`config.mk`:
```
export PLATFORM = sky130hd
export DESIGN_NAME = write_back
export DESIGN_NICKNAME = d
export VERILOG_FILES = /design/src/rtl/y86_pkg.sv /design/src/rtl/wb_dst_sel.sv /design/src/rtl/write_back.sv
export SDC_FILE = /design/constraint.sdc
export NUM_CORES = 1
export LEC_CHECK = 0
export ABC_AREA = 1
export BUFFER_PORTS_ARGS = -buffer_cell sky130_fd_sc_hd__clkbuf_2
export CAP_MARGIN = 0
export CORE_AREA = 2 2 429 431
export DETAILED_ROUTE_END_ITERATION = 12
export DIE_AREA = 0 0 431 433
export SLEW_MARGIN = 20
export SYNTH_ARGS = -nofsm -noshare
export SYNTH_HDL_FRONTEND = slang
export SYNTH_SLANG_ARGS = --single-unit
export TNS_END_PERCENT = 100
```
`constraint.sdc`:
```
create_clock -name clk -period 3.8 [get_ports clk]
set_input_delay 0.38 -clock clk [delete_from_list [all_inputs] [get_ports clk]]
set_output_delay 0.38 -clock clk [all_outputs]
set_load 0.05 [all_outputs]
```
`src/rtl/y86_pkg.sv`:
```
// y86_pkg: shared Y86-64 icode/stat encodings, register IDs and reset register table.
package y86_pkg;
  localparam logic [3:0] IHALT   = 4'h0;
  localparam logic [3:0] INOP    = 4'h1;
  localparam logic [3:0] IRRMOVQ = 4'h2;
  localparam logic [3:0] IIRMOVQ = 4'h3;
  localparam logic [3:0] IRMMOVQ = 4'h4;
  localparam logic [3:0] IMRMOVQ = 4'h5;
  localparam logic [3:0] IOPQ    = 4'h6;
  localparam logic [3:0] IJXX    = 4'h7;
  localparam logic [3:0] ICALL   = 4'h8;
  localparam logic [3:0] IRET    = 4'h9;
  localparam logic [3:0] IPUSHQ  = 4'hA;
  localparam logic [3:0] IPOPQ   = 4'hB;
  localparam logic [2:0] SAOK = 3'd1;
  localparam logic [2:0] SHLT = 3'd2;
  localparam logic [2:0] SADR = 3'd3;
  localparam logic [2:0] SINS = 3'd4;
  localparam logic [3:0] RNONE = 4'hF;
  localparam logic [3:0] RRSP  = 4'h4;
  typedef enum logic {RUN, HALTED} wb_state_t;
  function automatic logic [63:0] reset_val(input logic [3:0] id);
    case (id)
      4'd0:    reset_val = 64'd111;
      4'd1:    reset_val = 64'd222;
      4'd2:    reset_val = 64'd333;
      4'd3:    reset_val = 64'd444;
      4'd4:    reset_val = 64'd555;
      4'd5:    reset_val = 64'd666;
      4'd6:    reset_val = -64'sd777;
      4'd7:    reset_val = 64'd888;
      4'd8:    reset_val = 64'd999;
      4'd9:    reset_val = -64'sd1111;
      4'd10:   reset_val = 64'd2222;
      4'd11:   reset_val = 64'd3333;
      4'd12:   reset_val = 64'd4444;
      4'd13:   reset_val = 64'd5555;
      4'd14:   reset_val = 64'd6666;
      default: reset_val = 64'd0;
    endcase
  endfunction
endpackage

```
`src/rtl/wb_dst_sel.sv`:
```
// wb_dst_sel: derives the E and M destination register IDs from the instruction.
module wb_dst_sel
  import y86_pkg::*;
(
  input  logic [3:0] icode,
  input  logic       cnd,
  input  logic [3:0] ra,
  input  logic [3:0] rb,
  output logic [3:0] dst_e,
  output logic [3:0] dst_m
);
  always_comb begin
    dst_e = (icode == IRRMOVQ) ? (cnd ? rb : RNONE) :
            (icode == IIRMOVQ || icode == IOPQ) ? rb :
            (icode == ICALL || icode == IRET || icode == IPUSHQ || icode == IPOPQ) ? RRSP : RNONE;
    dst_m = (icode == IMRMOVQ || icode == IPOPQ) ? ra : RNONE;
  end
endmodule

```
`src/rtl/write_back.sv`:
```
// write_back: Y86-64 SEQ write-back stage owning the register file and retire status.
// Optional WB_RETIRE_CNT_EN adds a 64-bit count of committed instructions.
module write_back
  import y86_pkg::*;
#(
  parameter int NREG = 15
) (
  input  logic        clk,
  input  logic        rst,
  input  logic        instr_valid,
  input  logic [3:0]  icode,
  input  logic        cnd,
  input  logic [3:0]  rA,
  input  logic [3:0]  rB,
  input  logic [63:0] valE,
  input  logic [63:0] valM,
  input  logic [2:0]  stat,
  output logic        in_ready,
  output logic [63:0] rax,
  output logic [63:0] rcx,
  output logic [63:0] rdx,
  output logic [63:0] rbx,
  output logic [63:0] rsp,
  output logic [63:0] rbp,
  output logic [63:0] rsi,
  output logic [63:0] rdi,
  output logic [63:0] r8,
  output logic [63:0] r9,
  output logic [63:0] r10,
  output logic [63:0] r11,
  output logic [63:0] r12,
  output logic [63:0] r13,
  output logic [63:0] r14,
  output logic        halted,
  output logic [2:0]  wb_stat
`ifdef WB_RETIRE_CNT_EN
  ,
  output logic [63:0] retired_cnt
`endif
);
  wb_state_t state, state_d;
  logic [63:0] regs [15];
  logic [3:0] dst_e, dst_m;
  logic accept, commit, we_e, we_m;
  wb_dst_sel u_dst_sel (
    .icode(icode),
    .cnd(cnd),
    .ra(rA),
    .rb(rB),
    .dst_e(dst_e),
    .dst_m(dst_m)
  );
  always_comb begin
    accept  = instr_valid && state == RUN;
    commit  = accept && stat == SAOK;
    we_e    = commit && dst_e != RNONE && int'(dst_e) < NREG;
    we_m    = commit && dst_m != RNONE && int'(dst_m) < NREG;
    state_d = (accept && stat != SAOK) ? HALTED : state;
  end
  always_ff @(posedge clk)
    if (rst) state <= RUN;
    else state <= state_d;
  // M port is written second so popq %rsp leaves valM in rsp
  always_ff @(posedge clk)
    if (rst) begin
      for (int i = 0; i < 15; i++) regs[i] <= reset_val(4'(i));
    end else begin
      if (we_e) regs[dst_e] <= valE;
      if (we_m) regs[dst_m] <= valM;
    end
  always_ff @(posedge clk)
    if (rst) wb_stat <= SAOK;
    else if (accept) wb_stat <= stat;
`ifdef WB_RETIRE_CNT_EN
  always_ff @(posedge clk)
    if (rst) retired_cnt <= '0;
    else if (commit) retired_cnt <= retired_cnt + 64'd1;
`endif
  assign in_ready = state == RUN;
  assign halted   = state == HALTED;
  assign rax = regs[0];
  assign rcx = regs[1];
  assign rdx = regs[2];
  assign rbx = regs[3];
  assign rsp = regs[4];
  assign rbp = regs[5];
  assign rsi = regs[6];
  assign rdi = regs[7];
  assign r8  = regs[8];
  assign r9  = regs[9];
  assign r10 = regs[10];
  assign r11 = regs[11];
  assign r12 = regs[12];
  assign r13 = regs[13];
  assign r14 = regs[14];
endmodule

```
==> summary.txt, run 1 <==
Status
  • Run status: finished clean

Floorplanning
  • Full die area: 187,000 µm²
  • # rows: 157
  • IO Pins: 1,112
  • Starting Density: 0.220
  • Die Ht: 433 µm
  • Die Width: 431 µm
  • Core Footprint: 182,000 µm²

Worst setup path
  • Worst setup path startpoint: halted
  • Worst endpoint data arrival time: 3.82 ns
  • Reg-to-reg endpoint: regs[10][36]
  • R2R Setup Slk: 0.53 ns
  • Setup crit end kind: flop
  • R2r startpoint: halted
  • CP Data Required Time: 4.34 ns
  • CP Max Fanout: 42
  • Worst setup path end: regs[10][36]
  • CP Class: flop to flop
  • Reg2reg path depth: 9
  • Startpoint Class: flop

Pwr
  • Switching Fraction: 0.287
  • Comb pwr share: 0.111
  • Clk pwr share: 0.415
  • Switching power: 7340 µW
  • PwrDens: 486 nW/µm²
  • Maximum vdd drop: 0.422 mV
  • Cell Int Power: 18,200 µW
  • Flop pwr share: 0.475
  • Leak: 0.0200 µW

Global route
  • Largest net degree at the start of global routing: 65
  • Initial antenna violation count: 33
  • First-pass GRT wire length: 305 mm
  • Grt total ovfl: 0
  • GRT Total Usage: 0.243
  • Vias in the first global route: 32,710

Drt
  • Routed wire per std cell: 35.0 µm
  • Drt first-iter violations: 5,635
  • 1st-pass router iterations: 5
  • Vias per cell: 5.27
  • Residual DRC: 0
  • Final antenna-violating net count: 0
  • Via count: 35,935
  • Total Wirelength: 239 mm

Synth
  • Post-Syn Instances: 3,281
  • FFs w/ async S/R, synth: 0
  • Flops & latches, synth: 964
  • Syn. warnings: 0
  • Post-synth top flop: edfxtp_1
  • Sequential-to-total area share from yosys stat: 0.722
  • Synth area leader: edfxtp_1
  • Post-Syn Area: 40,000 µm²
  • Top-count cell post-synth: edfxtp_1
  • Syn Area/Cell: 12.2 µm²
  • Post-Syn Nets: 3,428
  • Synth area leaders: edfxtp_1, o22ai_1, nand2_1, o21ai_0, inv_1
  • Yosys top cell area share: 0.720
  • Commonest cells in the netlist: edfxtp_1, nand2_1, o22ai_1
  • Distinct cells, synth: 28
  • EDFF count, synth: 960

CTS
  • H-Tree Depth: 3
  • CTS tree: built
  • Num CTS Buffers: 104
  • Post-CTS Setup Inserts: 0
  • Max Buffers Root-to-Sink: 3
  • Root buf cell: clkbuf_16
  • Clock-pin slew on the worst setup and hold paths: 0.06 ns
  • Clock latency on the worst-skew pair: 0.77 ns
  • CTS sink count: 964

STA
  • Worst Clk Skew: 0.0541 ns
  • Final worst setup slack: 0.526 ns
  • Minimum clock period: 3.27 ns
  • Setup TNS: 0 ns
  • RSZ-0062 raised after global routing: no
  • Worst slew pin tran: 1.00 ns
  • Fmax: 305 MHz
  • Final Cycle Share: 0.862
  • Endpoints failing setup: 0
  • Hold Fails Final Rpt: 0
  • Slew HR: 0.332
  • Max-slew violation count: 0

Finish
  • Fraction of layout cells with a size suffix above 1: 0.331
  • Final nets: 4,489
  • Area Growth Syn to Fin: 31.3%

Hold path
  • Hold crit path type: primary input to flop

Placement
  • Routability cong.: 0.930
  • DP Worst Slack: 0.381 ns
  • Port Buffer Count: 1,111
  • Half-perimeter wire length after detailed placement: 171 mm

Flow run
  • Max Cap Viol: 0
-- what timing repair did --
action | in CTS | in global routing
resized for setup | 0 | 0
hold buffers | 37 | 0
endpoints found under the hold margin | 87 | 0
-- per-layer routing --
metal,vias up,part of all wire,GRT usage
met5,-,0.00031,0
met4,12,0.066,0.129
met3,733,0.12,0.0654
met2,3372,0.46,0.386
met1,17767,0.36,0.303
li1,14051,-,-
-- power groups by stage --
| stage | clock network (µW) | registers, µW | logic (µW) |
|---|---|---|---|
| CTS | 10700 | 12100 | 2800 |
| global placement | 0 | 12300 | 2750 |
| finish | 10600 | 12100 | 2830 |
| detailed placement | 0 | 12300 | 2760 |
| floorplan | 0 | 13400 | 441 |
| global route | 11000 | 12100 | 2870 |
-- how the worst min path moves through the flow --
stage                     from           to  slack, ns  cells past startpoint
finish                 valE[2]   regs[6][2]       0.09                      3
floorplan                  rst       halted       0.44                      1
detailed placement  wb_stat[0]   wb_stat[0]       0.47                      2
CTS                   valM[50]  regs[8][50]     0.0002                      3
global route          valM[41]  regs[0][41]       0.06                      3
global placement    wb_stat[0]   wb_stat[0]       0.47                      2
-- cell type report --
cell class	instances	area (µm²)
fill	18767	130000
tap	2385	2980
inverter	324	1240
timing repair buffer	1240	7000
clock inverter	73	772
multi-input combinational	1708	8970
antenna	10	25.0
sequential	964	28900
clock buffer	121	2670
-- worst max-delay path: stages, from the launching register on --
cell and delay, ns:
dfxtp_4 0.35, inv_2 0.07, nand2_2 0.09, nor3_4 0.61, nand4_1 0.26, inv_1 0.29
nand2_4 0.13, buf_4 0.42, buf_4 0.45, o22ai_1 0.25
-- state kept, by name, indices dropped and copies added (netlist names) --
name and cells:
wb_stat 3, regs 960, halted 1
-- cells by family (layout without fill, tap and decap cells) --
group,Yosys count,after routing,synth area share
simple gates,762,762,0.0754
other cells,0,10,0
flops,964,964,0.722
compound gates,946,946,0.139
buf+inv,609,1758,0.0631
-- cells in the final DEF (no fill, tap or decap), drive strengths merged --
cell,count
nand4,5
o21ai,388
diode,10
clkbuf,1232
clkinvlp,5
dfxtp,4
nand2,615
nor3,1
nand3,32
edfxtp,960
o22ai,530
buf,92
nor2,107
dlygate4sd3,37
a21oi,28
nand3b,2
clkinv,117
bufinv,11
inv,264
-- stage by stage --
step	hold WS [ns]	total power (µW)	instance area, µm²	instances	utilization
final	0.0938	25500	52600	6825	0.289
after global routing	0.0629	26000	52600	6819	0.289
after CTS	0.000187	25600	52500	6815	0.289
after detailed placement	0.469	15100	48700	6584	0.268
after global placement	0.465	15100	48700	6584	0.268
after floorplan	0.439	13900	40100	3281	-
Power figures use the tool's default switching activity.
==> inputs of run 2 (changes only) <==
Settings changed: CORE_AREA 2 2 429 431 to 2 2 432 434, DIE_AREA 0 0 431 433 to 0 0 434 436.
==> summary.txt, run 2 (synthesized netlist as in run 1, its figures left out) <==
Hold path
  • Worst hold start: valM[34]
  • Hold depth: 3 (unchanged)
  • Hold Path End: regs[0][34]
  • Hold crit path type: primary input to flop

Flow run
  • Max Cap Viol: 0 (unchanged)

Worst setup path
  • Worst endpoint data arrival time: 3.41 ns (-0.41 ns)
  • CP Data Required Time: 4.18 ns (-0.16 ns)
  • Reg2reg path depth: 8 (-1)
  • CP Class: primary input to flop
  • Reg-to-reg endpoint: regs[3][30]
  • Startpoint Class: primary input
  • CP Max Fanout: 33 (-21%)
  • R2R Setup Slk: 0.78 ns (+0.25 ns)
  • Setup crit end kind: flop
  • R2r startpoint: halted

Global route
  • Grt total ovfl: 0 (unchanged)
  • GRT Total Usage: 0.248 (+0.00440)
  • Vias in the first global route: 33,006 (+0.90%)
  • First-pass GRT wire length: 314 mm (+2.7%)
  • Initial antenna violation count: 40 (+21%)
  • Largest net degree at the start of global routing: 65 (unchanged)

STA
  • Slew HR: 0.242 (-0.0899)
  • Minimum clock period: 3.03 ns (-0.242 ns)
  • Fmax: 330 MHz (+8.0%)
  • Setup TNS: 0 ns (unchanged)
  • Max-slew violation count: 0 (unchanged)
  • Worst Clk Skew: 0.0308 ns (-0.0233 ns)
  • Hold Fails Final Rpt: 0 (unchanged)
  • Worst slew pin tran: 1.13 ns (+0.123 ns)
  • RSZ-0062 raised after global routing: no
  • Endpoints failing setup: 0 (unchanged)
  • Final Cycle Share: 0.798 (-0.0636)
  • Final worst setup slack: 0.768 ns (+0.242 ns)

Finish
  • Fill count: 19,143 (+2.0%)
  • Leading cell type in the layout, fill and taps excluded: clkbuf_2
  • Area Growth Syn to Fin: 31.2% (about the same)
  • Max reg flops: 960 (unchanged)
  • Fraction of layout cells with a size suffix above 1: 0.331 (+0.000449)
  • Commonest non-fill, non-tap cells in the layout: clkbuf_2, edfxtp_1, nand2_1
  • Biggest register: regs
  • Final nets: 4,487 (-0.045%)

CTS
  • Root buf cell: clkbuf_16
  • Max Buffers Root-to-Sink: 3 (unchanged)
  • Post-CTS Setup Inserts: 0 (unchanged)
  • H-Tree Depth: 3 (unchanged)
  • Clock-pin slew on the worst setup and hold paths: 0.06 ns (about the same)
  • Clock latency on the worst-skew pair: 0.75 ns (-0.02 ns)
  • CTS sink count: 964 (unchanged)
  • CTS tree: built
  • Num CTS Buffers: 109 (+4.8%)

Drt
  • Routed wire per std cell: 35.2 µm (+0.63%)
  • Final antenna-violating net count: 0 (unchanged)
  • Drt first-iter violations: 5,298 (-6.0%)
  • Residual DRC: 0 (unchanged)
  • Vias per cell: 5.14 (-2.3%)
  • WL met1: 85.4 mm (-0.86%)
  • Top Metal Used: met5
  • Total Wirelength: 244 mm (+2.1%)
  • Via count: 35,614 (-0.89%)
  • 1st-pass router iterations: 6 (+1)
  • WL met3: 30.0 mm (+7.6%)
  • Met2 wire length: 110 mm (+0.64%)

Placement
  • Routability cong.: 0.936 (+0.62%)
  • Port Buffer Count: 1,111 (unchanged)
  • Half-perimeter wire length after detailed placement: 176 mm (+2.6%)
  • DP Worst Slack: 0.543 ns (+0.162 ns)

Status
  • Run status: finished clean

Floorplanning
  • Die Ht: 436 µm (+0.69%)
  • Core Footprint: 185,000 µm² (+1.4%)
  • # rows: 158 (+0.64%)
  • IO Pins: 1,112 (unchanged)
  • Starting Density: 0.217 (-0.00303)
  • Die Width: 434 µm (+0.70%)
  • Full die area: 189,000 µm² (+1.4%)

Pwr
  • Cell Int Power: 18,100 µW (-0.49%)
  • Leak: 0.0199 µW (-0.30%)
  • PwrDens: 483 nW/µm² (-0.49%)
  • Comb pwr share: 0.111 (about the same)
  • Clk pwr share: 0.411 (-0.004)
  • Flop pwr share: 0.478 (+0.003)
  • Maximum vdd drop: 0.352 mV (-17%)
  • Switching power: 7290 µW (-0.69%)
  • Switching Fraction: 0.287 (-0.000412)
## run 2: cell type report
class / instances / area (µm²) / share of cell area
antenna: 22 / 55.1 / 0.00105
clock buffer: 129 / 2800 / 0.0533
clock inverter: 66 / 586 / 0.0111
inverter: 324 / 1240 / 0.0236
multi-input combinational: 1708 / 8970 / 0.171
sequential: 964 / 28900 / 0.550
tap: 2480 / 3100 / 0.0591
timing repair buffer: 1233 / 6870 / 0.131
## run 2: power groups by stage
stage,Sequential (µW),Clock [µW],Combinational (µW)
after detailed placement,12300,0,2770
final,12100,10400,2820
after global placement,12300,0,2770
after CTS,12100,10600,2800
after global routing,12100,10900,2870
after floorplan,13400,0,441
## run 2: repair_timing
| action | in CTS | in global routing |
|---|---|---|
| endpoints found under the hold margin | 44 | 0 |
| hold buffers | 22 | 0 |
| resized for setup | 0 | 0 |
## run 2: per-layer routing
layer  up-vias  track usage
met5         -            0
met4        26        0.154
met2      3139        0.385
li1      14077            -
met1     17677        0.294
met3       695       0.0824
## run 2: through the flow
| stage | std cells | hold slack, ns | utilization | power [µW] | cell area [µm²] |
|---|---|---|---|---|---|
| global placement | 6687 | 0.494 | 0.265 | 15100 | 48900 |
| detailed placement | 6687 | 0.473 | 0.265 | 15100 | 48900 |
| global route | 6919 | 0.0406 | 0.284 | 25900 | 52500 |
| finish | 6926 | 0.0769 | 0.285 | 25400 | 52500 |
| CTS | 6904 | 0.000911 | 0.284 | 25500 | 52500 |
| floorplan | 3281 | 0.439 | - | 13900 | 40100 |
## run 2: worst max-delay path, stage by stage
cell	delay [ns]
dlygate4sd3_1	0.53
clkbuf_2	0.12
nand3b_1	0.21
nor3_4	0.58
nand4_2	0.24
nor2_4	0.19
inv_4	0.19
nand3_4	0.46
buf_12	0.28
## run 2: worst max path at each step
stage          startpoint           to
2_1_floorplan      halted  regs[14][0]
3_3_place_gp      stat[2]  regs[3][25]
3_5_place_dp      stat[2]  regs[3][20]
4_1_cts            halted  regs[3][30]
5_1_grt            halted  regs[3][24]
6_report          stat[2]  regs[3][30]
